## src/rtl/switch_matrix_sequencer.sv

```systemverilog
// Queues crosspoint commands and sequences them onto MT8816 analog switch chips.
// Define SWITCH_SHADOW_EN to add a readable shadow copy of the crosspoint map.
//   state | meaning
//   IDLE  | waiting; pops the next command when the FIFO is non-empty
//   RESET | one cycle entered on rst_n or chip reset; all chip selects dropped
//   SETUP | CS and address driven, waiting for STROBE
//   STROB | STROBE high, crosspoint latched by the chip
//   CLEAR | RESET_SW held high for T_RESET cycles
//   HOLD  | STROBE low, CS still high
module switch_matrix_sequencer #(
  parameter int NUM_SW     = 2,
  parameter int FIFO_DEPTH = 4,
  parameter int T_RESET    = 6,
  parameter int T_SETUP    = 2,
  parameter int T_STROBE   = 3,
  parameter int T_HOLD     = 2
) (
  input  logic              clk,
  input  logic              rst_n,
  input  logic              cs,
  input  logic [3:0]        op,
  input  logic [15:0]       data_in,
  output logic              rdy,
  output logic [3:0]        state,
  output logic              fifo_full,
  output logic              fifo_empty,
  output logic              err,
  output logic [15:0]       data_out,
  output logic [NUM_SW-1:0] RESET_SW,
  output logic [NUM_SW-1:0] CS_SW,
  output logic [3:0]        AX,
  output logic [2:0]        AY,
  output logic              STROBE,
  output logic              DATA
);
  localparam int AW = $clog2(FIFO_DEPTH);
  localparam int CW = 8;
  localparam int EW = 11;

  typedef enum logic [2:0] {
    S_IDLE  = 3'd0,
    S_RESET = 3'd1,
    S_SETUP = 3'd2,
    S_STROB = 3'd3,
    S_CLEAR = 3'd4,
    S_HOLD  = 3'd5
  } state_t;

  state_t            r_state, w_state_nxt;
  logic [CW-1:0]     r_cnt, w_cnt_nxt;
  logic [NUM_SW-1:0] r_reset_sw, w_reset_sw_nxt;
  logic [NUM_SW-1:0] r_cs_sw, w_cs_sw_nxt;
  logic              r_strobe, w_strobe_nxt;
  logic [3:0]        r_ax, w_ax_nxt;
  logic [2:0]        r_ay, w_ay_nxt;
  logic              r_data, w_data_nxt;
  logic [2:0]        r_chip, w_chip_nxt;
  logic              r_err;

  logic [EW-1:0]     r_mem [FIFO_DEPTH];
  logic [AW-1:0]     r_wr_ptr, r_rd_ptr;
  logic [AW:0]       r_count;
  logic              w_flush, w_push_req, w_bad_chip, w_push, w_push_err, w_pop;
  logic [EW-1:0]     w_head;
  logic [3:0]        w_ax_phys;

  // Logical-to-physical X mapping: the MT8816 skips codes 6/7 in its X decode.
  function automatic logic [3:0] map_ax(input logic [3:0] ax);
    if (ax >= 4'd6 && ax <= 4'd11) map_ax = ax + 4'd2;
    else if (ax == 4'd12)          map_ax = 4'd6;
    else if (ax == 4'd13)          map_ax = 4'd7;
    else                           map_ax = ax;
  endfunction

  assign w_flush    = cs & op[0];
  assign w_push_req = cs & op[1] & ~op[0];
  assign w_bad_chip = ({29'd0, data_in[6:4]} >= NUM_SW);
  assign fifo_full  = (r_count == (AW+1)'(FIFO_DEPTH));
  assign fifo_empty = (r_count == '0);
  assign w_push     = w_push_req & ~w_bad_chip & ~fifo_full;
  assign w_push_err = w_push_req & (w_bad_chip | fifo_full);
  assign w_pop      = (r_state == S_IDLE) & ~fifo_empty & ~w_flush;
  assign w_head     = r_mem[r_rd_ptr];
  assign w_ax_phys  = map_ax(data_in[3:0]);

  always_ff @(posedge clk) begin
    if (w_push) r_mem[r_wr_ptr] <= {data_in[6:4], w_ax_phys, data_in[9:7], data_in[11]};
  end

  always_ff @(posedge clk or negedge rst_n) begin
    if (!rst_n) begin
      r_wr_ptr <= '0;
      r_rd_ptr <= '0;
      r_count  <= '0;
    end else if (w_flush) begin
      r_wr_ptr <= '0;
      r_rd_ptr <= '0;
      r_count  <= '0;
    end else begin
      if (w_push) r_wr_ptr <= r_wr_ptr + 1'b1;
      if (w_pop)  r_rd_ptr <= r_rd_ptr + 1'b1;
      r_count <= r_count + (AW+1)'(w_push) - (AW+1)'(w_pop);
    end
  end

  always_comb begin
    w_state_nxt    = r_state;
    w_cnt_nxt      = r_cnt;
    w_reset_sw_nxt = r_reset_sw;
    w_cs_sw_nxt    = r_cs_sw;
    w_strobe_nxt   = r_strobe;
    w_ax_nxt       = r_ax;
    w_ay_nxt       = r_ay;
    w_data_nxt     = r_data;
    w_chip_nxt     = r_chip;
    if (w_flush) begin
      w_state_nxt    = S_RESET;
      w_reset_sw_nxt = '0;
      w_cs_sw_nxt    = '0;
      w_strobe_nxt   = 1'b0;
    end else begin
      case (r_state)
        S_RESET: begin
          w_state_nxt    = S_CLEAR;
          w_reset_sw_nxt = '1;
          w_cs_sw_nxt    = '0;
          w_strobe_nxt   = 1'b0;
          w_cnt_nxt      = CW'(T_RESET - 1);
        end
        S_CLEAR: begin
          if (r_cnt == '0) begin
            w_state_nxt    = S_IDLE;
            w_reset_sw_nxt = '0;
          end else begin
            w_cnt_nxt = r_cnt - 1'b1;
          end
        end
        S_IDLE: begin
          if (!fifo_empty) begin
            w_state_nxt = S_SETUP;
            w_chip_nxt  = w_head[10:8];
            w_ax_nxt    = w_head[7:4];
            w_ay_nxt    = w_head[3:1];
            w_data_nxt  = w_head[0];
            w_cs_sw_nxt = NUM_SW'(1) << w_head[10:8];
            w_cnt_nxt   = CW'(T_SETUP - 1);
          end
        end
        S_SETUP: begin
          if (r_cnt == '0) begin
            w_state_nxt  = S_STROB;
            w_strobe_nxt = 1'b1;
            w_cnt_nxt    = CW'(T_STROBE - 1);
          end else begin
            w_cnt_nxt = r_cnt - 1'b1;
          end
        end
        S_STROB: begin
          if (r_cnt == '0) begin
            w_state_nxt  = S_HOLD;
            w_strobe_nxt = 1'b0;
            w_cnt_nxt    = CW'(T_HOLD - 1);
          end else begin
            w_cnt_nxt = r_cnt - 1'b1;
          end
        end
        S_HOLD: begin
          if (r_cnt == '0) begin
            w_state_nxt = S_IDLE;
            w_cs_sw_nxt = '0;
          end else begin
            w_cnt_nxt = r_cnt - 1'b1;
          end
        end
        default: w_state_nxt = S_RESET;
      endcase
    end
  end

  always_ff @(posedge clk or negedge rst_n) begin
    if (!rst_n) begin
      r_state    <= S_RESET;
      r_cnt      <= '0;
      r_reset_sw <= '0;
      r_cs_sw    <= '0;
      r_strobe   <= 1'b0;
      r_ax       <= '0;
      r_ay       <= '0;
      r_data     <= 1'b0;
      r_chip     <= '0;
    end else begin
      r_state    <= w_state_nxt;
      r_cnt      <= w_cnt_nxt;
      r_reset_sw <= w_reset_sw_nxt;
      r_cs_sw    <= w_cs_sw_nxt;
      r_strobe   <= w_strobe_nxt;
      r_ax       <= w_ax_nxt;
      r_ay       <= w_ay_nxt;
      r_data     <= w_data_nxt;
      r_chip     <= w_chip_nxt;
    end
  end

  // Set wins over clear so an error in the clearing cycle is not lost.
  always_ff @(posedge clk or negedge rst_n) begin
    if (!rst_n)                r_err <= 1'b0;
    else if (w_push_err)       r_err <= 1'b1;
    else if (cs & op[3])       r_err <= 1'b0;
  end

`ifdef SWITCH_SHADOW_EN
  localparam int SIW = $clog2(NUM_SW * 8);
  logic [15:0]    r_shadow [NUM_SW*8];
  logic [15:0]    r_data_out;
  logic [SIW-1:0] w_wr_row, w_rd_row;
  logic           w_unused;

  assign w_wr_row = SIW'({r_chip, r_ay});
  assign w_rd_row = SIW'({data_in[6:4], data_in[9:7]});
  assign w_unused = ^{data_in[15:12], data_in[10]};

  always_ff @(posedge clk or negedge rst_n) begin
    if (!rst_n) begin
      for (int i = 0; i < NUM_SW*8; i++) r_shadow[i] <= '0;
      r_data_out <= '0;
    end else begin
      if (cs & op[2]) r_data_out <= w_bad_chip ? 16'd0 : r_shadow[w_rd_row];
      if (w_flush) begin
        for (int i = 0; i < NUM_SW*8; i++) r_shadow[i] <= '0;
      end else if (w_strobe_nxt & ~r_strobe) begin
        r_shadow[w_wr_row][r_ax] <= r_data;
      end
    end
  end

  assign data_out = r_data_out;
`else
  logic w_unused;
  assign w_unused = ^{data_in[15:12], data_in[10], op[2], r_chip};
  assign data_out = '0;
`endif

  assign rdy      = (r_state == S_IDLE) & fifo_empty;
  assign state    = {1'b0, r_state};
  assign err      = r_err;
  assign RESET_SW = r_reset_sw;
  assign CS_SW    = r_cs_sw;
  assign STROBE   = r_strobe;
  assign AX       = r_ax;
  assign AY       = r_ay;
  assign DATA     = r_data;
endmodule

```

## config.mk

```make
export PLATFORM = sky130hd
export DESIGN_NAME = switch_matrix_sequencer
export DESIGN_NICKNAME = d
export VERILOG_FILES = /design/src/rtl/switch_matrix_sequencer.sv
export SDC_FILE = /design/constraint.sdc
export NUM_CORES = 1
export LEC_CHECK = 0
export CAP_MARGIN = 40
export CORE_MARGIN = 4
export CORE_UTILIZATION = 34
export CTS_CLUSTER_SIZE = 8
export DETAILED_ROUTE_END_ITERATION = 6
export PLACE_DENSITY_LB_ADDON = 0.15
export SETUP_SLACK_MARGIN = 0.5
export SYNTH_ARGS = -nofsm -noshare
export SYNTH_HDL_FRONTEND = slang
export SYNTH_SLANG_ARGS = --single-unit
```

## constraint.sdc

```tcl
create_clock -name clk -period 2.9 [get_ports clk]
set_input_delay 0.58 -clock clk [delete_from_list [all_inputs] [get_ports clk]]
set_output_delay 0.58 -clock clk [all_outputs]
set_load 0.02 [all_outputs]
```

---- Word level (Yosys, flattened, before mapping) ----
Memories as Yosys holds them, arrays and structs flattened.
Cells that the tools add are included.
storage, ports and cells
  register bits ........................... 32
  output and inout bits ................... 37
  memories kept ........................... 1
  RAM bits ................................ 44
  logic and storage cells ................. 106
  bits in latches ......................... 0
  input port bits ......................... 23
  ROM bits ................................ 0
memory list
  name   depth  width  read ports  clocked after Yosys merged registers in  write ports  line  RTL
  r_mem  4      11     1           0                                        1            60    logic [EW-1:0] r_mem [FIFO_DEPTH];
operators by class
  equal/unequal tests ..................... 16
  shift-type cells ........................ 1
  bitwise logic cells ..................... 16
  reduce and logical (&&, ||, !) cells .... 18
  multiplexer cells ....................... 33
  div/mod/pow operators ................... 0
  order comparisons ....................... 3
  $add $sub $neg .......................... 6
  multipliers ............................. 0
operators with widths
  operator             number
  $pmux 8 s5           1
  $mux 8               4
  $mux 3               6
  $mux 2               8
  $ne 3x3->1 const B   5
  $pmux 3 s5           1
  $mux 4               3
  $and 1x1->1          10
  $eq 3x3->1 const B   3
  $reduce_and 3->1     3
  $eq 4x4->1 const B   2
  $logic_not 8->1      1
  $reduce_and 4->1     2
  $reduce_bool 4->1    2
  $sub 8x1->8 const B  1
  $mux 1               7
  $eq 3x2->1 const B   2
  $logic_not 3->1      2
  $pmux 2 s3           1
  $reduce_bool 2->1    3
  $not 1->1            5
  $reduce_bool 5->1    1
  $add 2x1->2 const B  2
  $add 4x2->4 const B  1
  other kinds (16)     17

---- Logic depth before layout (Yosys ltp) ----
Gate-level depths: netlist of the first run.
  depth in word-level cells ............... 7
  mapped depth ............................ 13

---- Least setup slack after synthesis of the first run ----
OpenSTA, ideal clock, no wires.
  path type ............................... flip-flop to flip-flop
  from .................................... register r_count[1]
  to ...................................... register r_count[2]
  cell stages (with the launch flop) ...... 13
  path slack .............................. 0.076 ns
  setup time .............................. 0.132 ns
  clock period less this slack ............ 2.824 ns
  required time ........................... 2.768 ns
  data arrival time ....................... 2.692 ns
  cells stage by stage .................... dfrtp_1 > nor3_1 > nor3_2 > nand2_2 > inv_1 > ha_1 > inv_1 > ha_1 > inv_1 > fa_1 > xor2_1 > xnor2_1 > nor2_1
between the ends
  longest elaborated chain between the ends .. 6
RTL lines
  item                      line  RTL
  start, declared           62    logic [AW:0] r_count;
  start signal, assigned    102   r_count <= r_count + (AW+1)'(w_push) - (AW+1)'(w_pop);
  $logic_not 3->1           79    assign fifo_empty = (r_count == '0);
  net fifo_empty            26    output logic fifo_empty,
  $not 1->1 (no line)       -
  $and 1x1->1 (2 in a row)  82    assign w_pop = (r_state == S_IDLE) & ~fifo_empty & ~w_flush;
  $sub 3x1->3               102
  $mux 3                    95    end else if (w_flush) begin
The timed path passes the listed nets, and every way through them passes these cells.
A chain may end at the register's enable or synchronous reset.

---- Worst setup path in the final report of the first run ----
  from .................................... register r_state[2]
  to ...................................... register r_count[2]
between the ends
  longest elaborated chain between the ends .. 5
RTL lines
  item                      line  RTL
  start, declared           49    state_t r_state, w_state_nxt;
  start signal, assigned    192   r_state <= w_state_nxt;
  $logic_not 3->1           82
  $and 1x1->1 (2 in a row)  82
  $sub 3x1->3               102
  $mux 3                    95
No other way between the ends.

==> flow_metrics.env, run 1 <==
export IMPL_yosysUniqueCellTypes=63
export IMPL_power_density_nw_per_um2=932
export IMPL_ir_drop_mv=0.318
export IMPL_timing_rr_start="r_state[2]"
export IMPL_ys_flop_type="edfxtp_1"
export IMPL_insertedDiodeCount=0
export IMPL_cts_buffers=9
export IMPL_crit_top_cell="inv_2"
export IMPL_track_usage_pct=12.0
export IMPL_r2r_cells=12
export IMPL_ant_nets=0
export IMPL_status="completed"
export IMPL_yosys_warnings=0
export IMPL_yosys_area_top_type="edfxtp_1"
export IMPL_placedCellCount=442
export IMPL_die_w_um=111
export IMPL_die_area_um2=12300
export IMPL_final_min_clock_period_ps=2340
export IMPL_path_buf_inv=3
export IMPL_ys_async_sr_fraction_pct=41.3
export IMPL_clk_path_buf_depth=2
export IMPL_r2r_end="r_count[2]"
export IMPL_cts_tree="built"
export IMPL_rsz0062_at_grt="true"
export IMPL_drv_slew=0
export IMPL_seq_area_um2=2100
export IMPL_drt_iter0_drc=73
export IMPL_finalClockSkew_ps=7.71
export IMPL_die_h_um=111
export IMPL_max_stage_delay_ps=410
export IMPL_path_max_fanout=3
export IMPL_slowest_stage="dfrtp_2"
export IMPL_portBuffers=36
export IMPL_synth_edff_count=44
export IMPL_fillers=963
export IMPL_final_cell_count_no_fill=471
export IMPL_ios=60
export IMPL_cts_root_buf="clkbuf_8"
export IMPL_rrSetupSlack_ps=560
export IMPL_cp_cell_sequence="or2_4, nor3_4, nand2_4, inv_2, ha_4, inv_2, ha_4, inv_2, fa_2, xor2_1, xnor2_1, nor2_1"
export IMPL_core_area_um2=10300
export IMPL_setup_viol=0
export IMPL_leakagePower_nw=1.71
export IMPL_min_from="err"
export IMPL_worstMarginPinSlew_ps=708
export IMPL_drive_gt1_share_pct=26.9
export IMPL_hpwlAfterDp_um=4880
export IMPL_synth_area_top_cells="edfxtp_1 (37%), dfrtp_1 (21%), mux4_2 (5.6%), buf_4 (4.0%), ha_1 (2.8%)"
export IMPL_synth_seq_cells=75
export IMPL_nets=362
export IMPL_gp_congestion=0.804
export IMPL_antenna_found_initial=0
export IMPL_routedWlPerCell_um=15.2
export IMPL_crit_path_end_kind="register"
export IMPL_grt_max_degree=32
export IMPL_numClockSinks=75
export IMPL_clkTransAtPathRegs_ps=80
export IMPL_vias_per_cell=4.79
export IMPL_start_util_pct=34.8
export IMPL_worstPathArrival_ps=2550
export IMPL_drv_cap=0
export IMPL_fmax_ghz=0.427
export IMPL_multi_input_area_um2=1380
export IMPL_startpoint_type="register"
export IMPL_grt_pass1_vias=2201
export IMPL_min_path_type="register to register"
export IMPL_num_rows=37
export IMPL_drc=0
export IMPL_grt_pass1_wl_um=11600
export IMPL_area_delta_synth_final_pct=24.4
export IMPL_synth_cell_area_um2=3600
export IMPL_wirelength_um=7150
export IMPL_fin_crit_sh_pct=80.7
export IMPL_yosysSeqAreaShare_pct=58.4
export IMPL_p_total_mw=4.17
export IMPL_num_vias=2255
export IMPL_syn_area_per_cell_um2=13.6
export IMPL_grt_remaining_overflow=0
export IMPL_hold_depth=2
export IMPL_clk_latency_ps=350
export IMPL_htree_levels=3
export IMPL_synthCells=265
export IMPL_min_to="err"
export IMPL_drt_pass1_iterations=5
export IMPL_worstPathRequired_ps=3110
export IMPL_synth_top_area_share_pct=36.7
export IMPL_hold_violations=0
export IMPL_cp_top_family="adder cells"
export IMPL_path_class="register to register"
export IMPL_maxSlewHeadroom_pct=52.8
state kept, by name, indices dropped and copies added (netlist names):
register,count
AX,4
r_cnt,8
r_count,3
err,1
DATA,1
STROBE,1
r_rd_ptr,2
AY,3
CS_SW,2
r_wr_ptr,2
r_mem,44
RESET_SW,1
r_state,3
kinds of logic after synthesis:
kind of cell | count (synthesis) | share of synthesized area [%]
xor+xnor | 7 | 1.70
compound gates | 52 | 10.5
mux | 20 | 9.05
simple gates | 58 | 9.95
flops | 75 | 58.4
fa+ha+maj | 9 | 3.34
buf+inv | 43 | 7.03
other cells | 1 | 0.104
metal layers:
layer	global-route usage [%]	vias to the layer above	share of wire, %
met5	0	-	0
met4	4.35	0	1.2
met3	3.49	8	3.2
met2	20.1	38	52
met1	14.9	1121	43
li1	-	1088	-
cells in the mapped netlist, types with 3 or more instances:
master,count
edfxtp_1,44
dfrtp_1,30
buf_4,19
inv_1,17
nor2_1,12
nand2_1,10
o21ai_0,10
mux4_2,9
ha_1,8
mux2_2,7
a31oi_1,6
and2_1,6
nor3_1,6
xnor2_1,6
a21oi_1,5
o31ai_1,4
a211oi_1,3
clkbuf_1,3
mux2_1,3
nand2b_1,3
nand3_1,3
o211ai_1,3
report_power, final:
group	switching, mW	internal [mW]
clock network	0.399	0.408
registers	0.242	1.32
logic	0.896	0.899
layout by cell type, fill, tap and decap left out, types with 4 or more instances in the layout:
cell type,synthesis,layout
a21oi_1,5,5
a31oi_1,6,6
and2_1,6,6
buf_4,19,28
clkbuf_8,0,9
clkdlybuf4s50_1,0,29
conb_1,1,17
dfrtp_1,30,26
dfrtp_2,0,4
edfxtp_1,44,44
ha_1,8,6
inv_1,17,14
mux2_2,7,7
mux4_2,9,9
nand2_1,10,10
nor2_1,12,12
nor3_1,6,5
o21ai_0,10,10
o31ai_1,4,4
xnor2_1,6,6
per-stage QoR:
stage	utilization [%]	TNS, ps	cell area (um^2)	setup slack (ps)	hold slack, ps
floorplan	-	0	3690	455	284
global placement	40.2	0	4150	26.0	469
detailed placement	40.2	-10.8	4150	-10.8	484
CTS	42.2	0	4360	489	505
global route	43.3	0	4470	454	535
finish	43.3	0	4470	559	484
tightest hold or removal path: stages, from the launching register on:
cell	delay, ps
dfrtp_1	340
nand2_1	50
o21ai_0	60
repair_timing:
item                       in CTS  in global routing
setup endpoints to repair       3                  3
gates resized for setup        17                  8
pin swaps                       5                 11
buffers inserted                1                 12
hold buffers                    0                  0
layout make-up:
type	count	area share, %
tap	136	3.81
sequential	75	47.0
clock inverter	6	1.62
timing repair buffer	64	12.5
multi-input combinational	163	30.7
inverter	17	1.43
clock buffer	10	2.85
worst max-delay path by stage:
| stage | startpoint | to | slack (ps) | depth (start not counted) |
|---|---|---|---|---|
| final | r_state[2] | r_count[2] | 560 | 12 |
| after global routing | r_state[2] | r_count[2] | 450 | 12 |
| after detailed placement | op[0] | r_count[2] | -10 | 12 |
| after CTS | r_count[0] | fifo_empty | 490 | 2 |
| after floorplan | r_state[2] | r_count[2] | 460 | 13 |
| after global placement | op[0] | r_count[2] | 30 | 12 |
Note: power is estimated with default switching activity, not from simulation.
==> run 2: changes to the inputs <==
==> constraint.sdc (replaced) <==
create_clock -name clk -period 2.2 [get_ports clk]
set_input_delay 0.44 -clock clk [delete_from_list [all_inputs] [get_ports clk]]
set_output_delay 0.44 -clock clk [all_outputs]
set_load 0.02 [all_outputs]
==> run 2 against run 1 <==
  * Core utilization increased by 5.3 points
  * Critical path depth decreased by 1
  * First-iteration DRC count increased by 15%
  * Critical endpoint unchanged
  * Largest power group unchanged
  * Wire length increased by 11%
  * Hold slack improved by 4.6 ps
==> flow_metrics.env, run 2 (synthesis results as in run 1) <==
export IMPL_drive_gt1_share_pct=39.2
export IMPL_hold_depth=1
export IMPL_rsz0062_at_grt="true"
export IMPL_fin_crit_sh_pct=99.1
export IMPL_worstPathArrival_ps=2410
export IMPL_drv_cap=0
export IMPL_startpoint_type="primary input"
export IMPL_gp_congestion=0.827
export IMPL_nets=397
export IMPL_numClockSinks=75
export IMPL_r2r_end="r_count[2]"
export IMPL_clkTransAtPathRegs_ps=80
export IMPL_grt_pass1_vias=2487
export IMPL_placed_area_um2=4310
export IMPL_cts_root_buf="clkbuf_8"
export IMPL_cts_tree="built"
export IMPL_grt_max_degree=32
export IMPL_area_delta_synth_final_pct=39.5
export IMPL_path_class="primary input to register"
export IMPL_insertedDiodeCount=0
export IMPL_dp_worst_setup_slack_ps=-489
export IMPL_fillers=915
export IMPL_num_vias=2407
export IMPL_worstPathRequired_ps=2430
export IMPL_crit_path_end_kind="register"
export IMPL_fmax_ghz=0.459
export IMPL_final_min_clock_period_ps=2180
export IMPL_vias_per_cell=4.76
export IMPL_clk_latency_ps=340
export IMPL_status="completed"
export IMPL_drt_pass1_iterations=4
export IMPL_hold_violations=0
export IMPL_min_path_type="register to register"
export IMPL_die_w_um=111
export IMPL_power_density_nw_per_um2=1220
export IMPL_r2r_cells=11
export IMPL_grt_pass1_wl_um=12900
export IMPL_ir_drop_mv=0.520
export IMPL_wirelength_um=7940
export IMPL_drv_slew=0
export IMPL_hpwlAfterDp_um=5000
export IMPL_min_from="AX[3]"
export IMPL_holdBufCountCts=0
export IMPL_placedCellCount=455
export IMPL_setup_slack_ps=19.5
export IMPL_drt_iter0_drc=84
export IMPL_p_total_mw=6.13
export IMPL_leakagePower_nw=1.98
export IMPL_die_h_um=111
export IMPL_ios=60
export IMPL_htree_levels=3
export IMPL_top_register="r_mem"
export IMPL_clk_path_buf_depth=2
export IMPL_cts_buffers=9
export IMPL_die_area_um2=12300
export IMPL_path_max_fanout=2
export IMPL_portBuffers=36
export IMPL_mostFrequentLayoutCells="edfxtp_1 (44), buf_4 (41), dfrtp_1 (22)"
export IMPL_finalClockSkew_ps=10.4
export IMPL_antenna_found_initial=0
export IMPL_track_usage_pct=13.4
export IMPL_grt_remaining_overflow=0
export IMPL_core_area_um2=10300
export IMPL_drc=0
export IMPL_largest_reg_flops=44
export IMPL_final_common_cell="edfxtp_1"
export IMPL_start_util_pct=34.8
export IMPL_final_cell_count_no_fill=506
export IMPL_setup_viol=0
export IMPL_num_rows=37
export IMPL_ant_nets=0
export IMPL_min_to="AX[3]"
export IMPL_rrSetupSlack_ps=30
export IMPL_timing_rr_start="r_count[2]"
export IMPL_final_area_um2=5010
export IMPL_routedWlPerCell_um=15.7
run 2: changes by cell type in the layout (fill, tap and decap cells not counted), moves of 3 or more:
cell             delta
and2_4              +4
dfrtp_2             +4
and2_1              -4
buf_6              +16
o21ai_4             +3
buf_16              +4
clkdlybuf4s50_1    -17
dlygate4sd2_1      +15
buf_12              +4
buf_4              +13
dfrtp_1             -4
o21ai_0             -4
run 2: per-layer routing:
| layer | vias to the layer above | share of wire [%] | GRT usage (%) |
|---|---|---|---|
| met4 | 0 | 1.5 | 5.17 |
| met5 | - | 0 | 0 |
| met1 | 1187 | 46 | 17.5 |
| met2 | 50 | 49 | 21.9 |
| met3 | 9 | 3.6 | 3.00 |
| li1 | 1161 | - | - |
run 2: through the flow:
| step | hold slack, ps | setup TNS, ps | util (%) |
|---|---|---|---|
| floorplan | 144 | -278 | - |
| global placement | 476 | -711 | 41.7 |
| detailed placement | 480 | -784 | 41.7 |
| CTS | 494 | -2.69 | 47.4 |
| global route | 498 | -137 | 48.6 |
| finish | 489 | 0 | 48.6 |
run 2: repair_timing:
action                     in CTS  in global routing
cloned                          5                  0
buffers inserted               20                 10
resized for setup              92                 12
setup endpoints to repair      62                 66
pin swaps                      20                  5
run 2: critical path: stages:
cell and delay [ps]:
clkdlybuf4s50_1 460, nor4_4 290, inv_1 70, ha_1 270, inv_1 50, ha_1 120
inv_1 50, fa_2 330, xor2_1 160, xnor2_1 130, nor2_1 50
run 2: cell type report:
class,instances,area (um^2),area share (%)
sequential,75,2110,42.0
multi-input combinational,164,1480,29.6
timing repair buffer,98,987,19.7
tap,136,170,3.39
clock buffer,11,141,2.82
inverter,17,63.8,1.27
clock inverter,5,61.3,1.22
run 2: where the power goes:
part | leakage, nW | internal, mW | switching [mW]
registers | 0.776 | 1.75 | 0.215
logic | 1.10 | 1.52 | 1.58
clock network | 0.104 | 0.562 | 0.512
run 2: worst max path at each step:
stage	end	start
detailed placement	r_count[2]	cs
global route	r_count[2]	r_count[2]
global placement	r_count[2]	cs
floorplan	r_count[2]	r_state[2]
finish	r_count[2]	data_in[5]
CTS	r_count[2]	r_count[2]
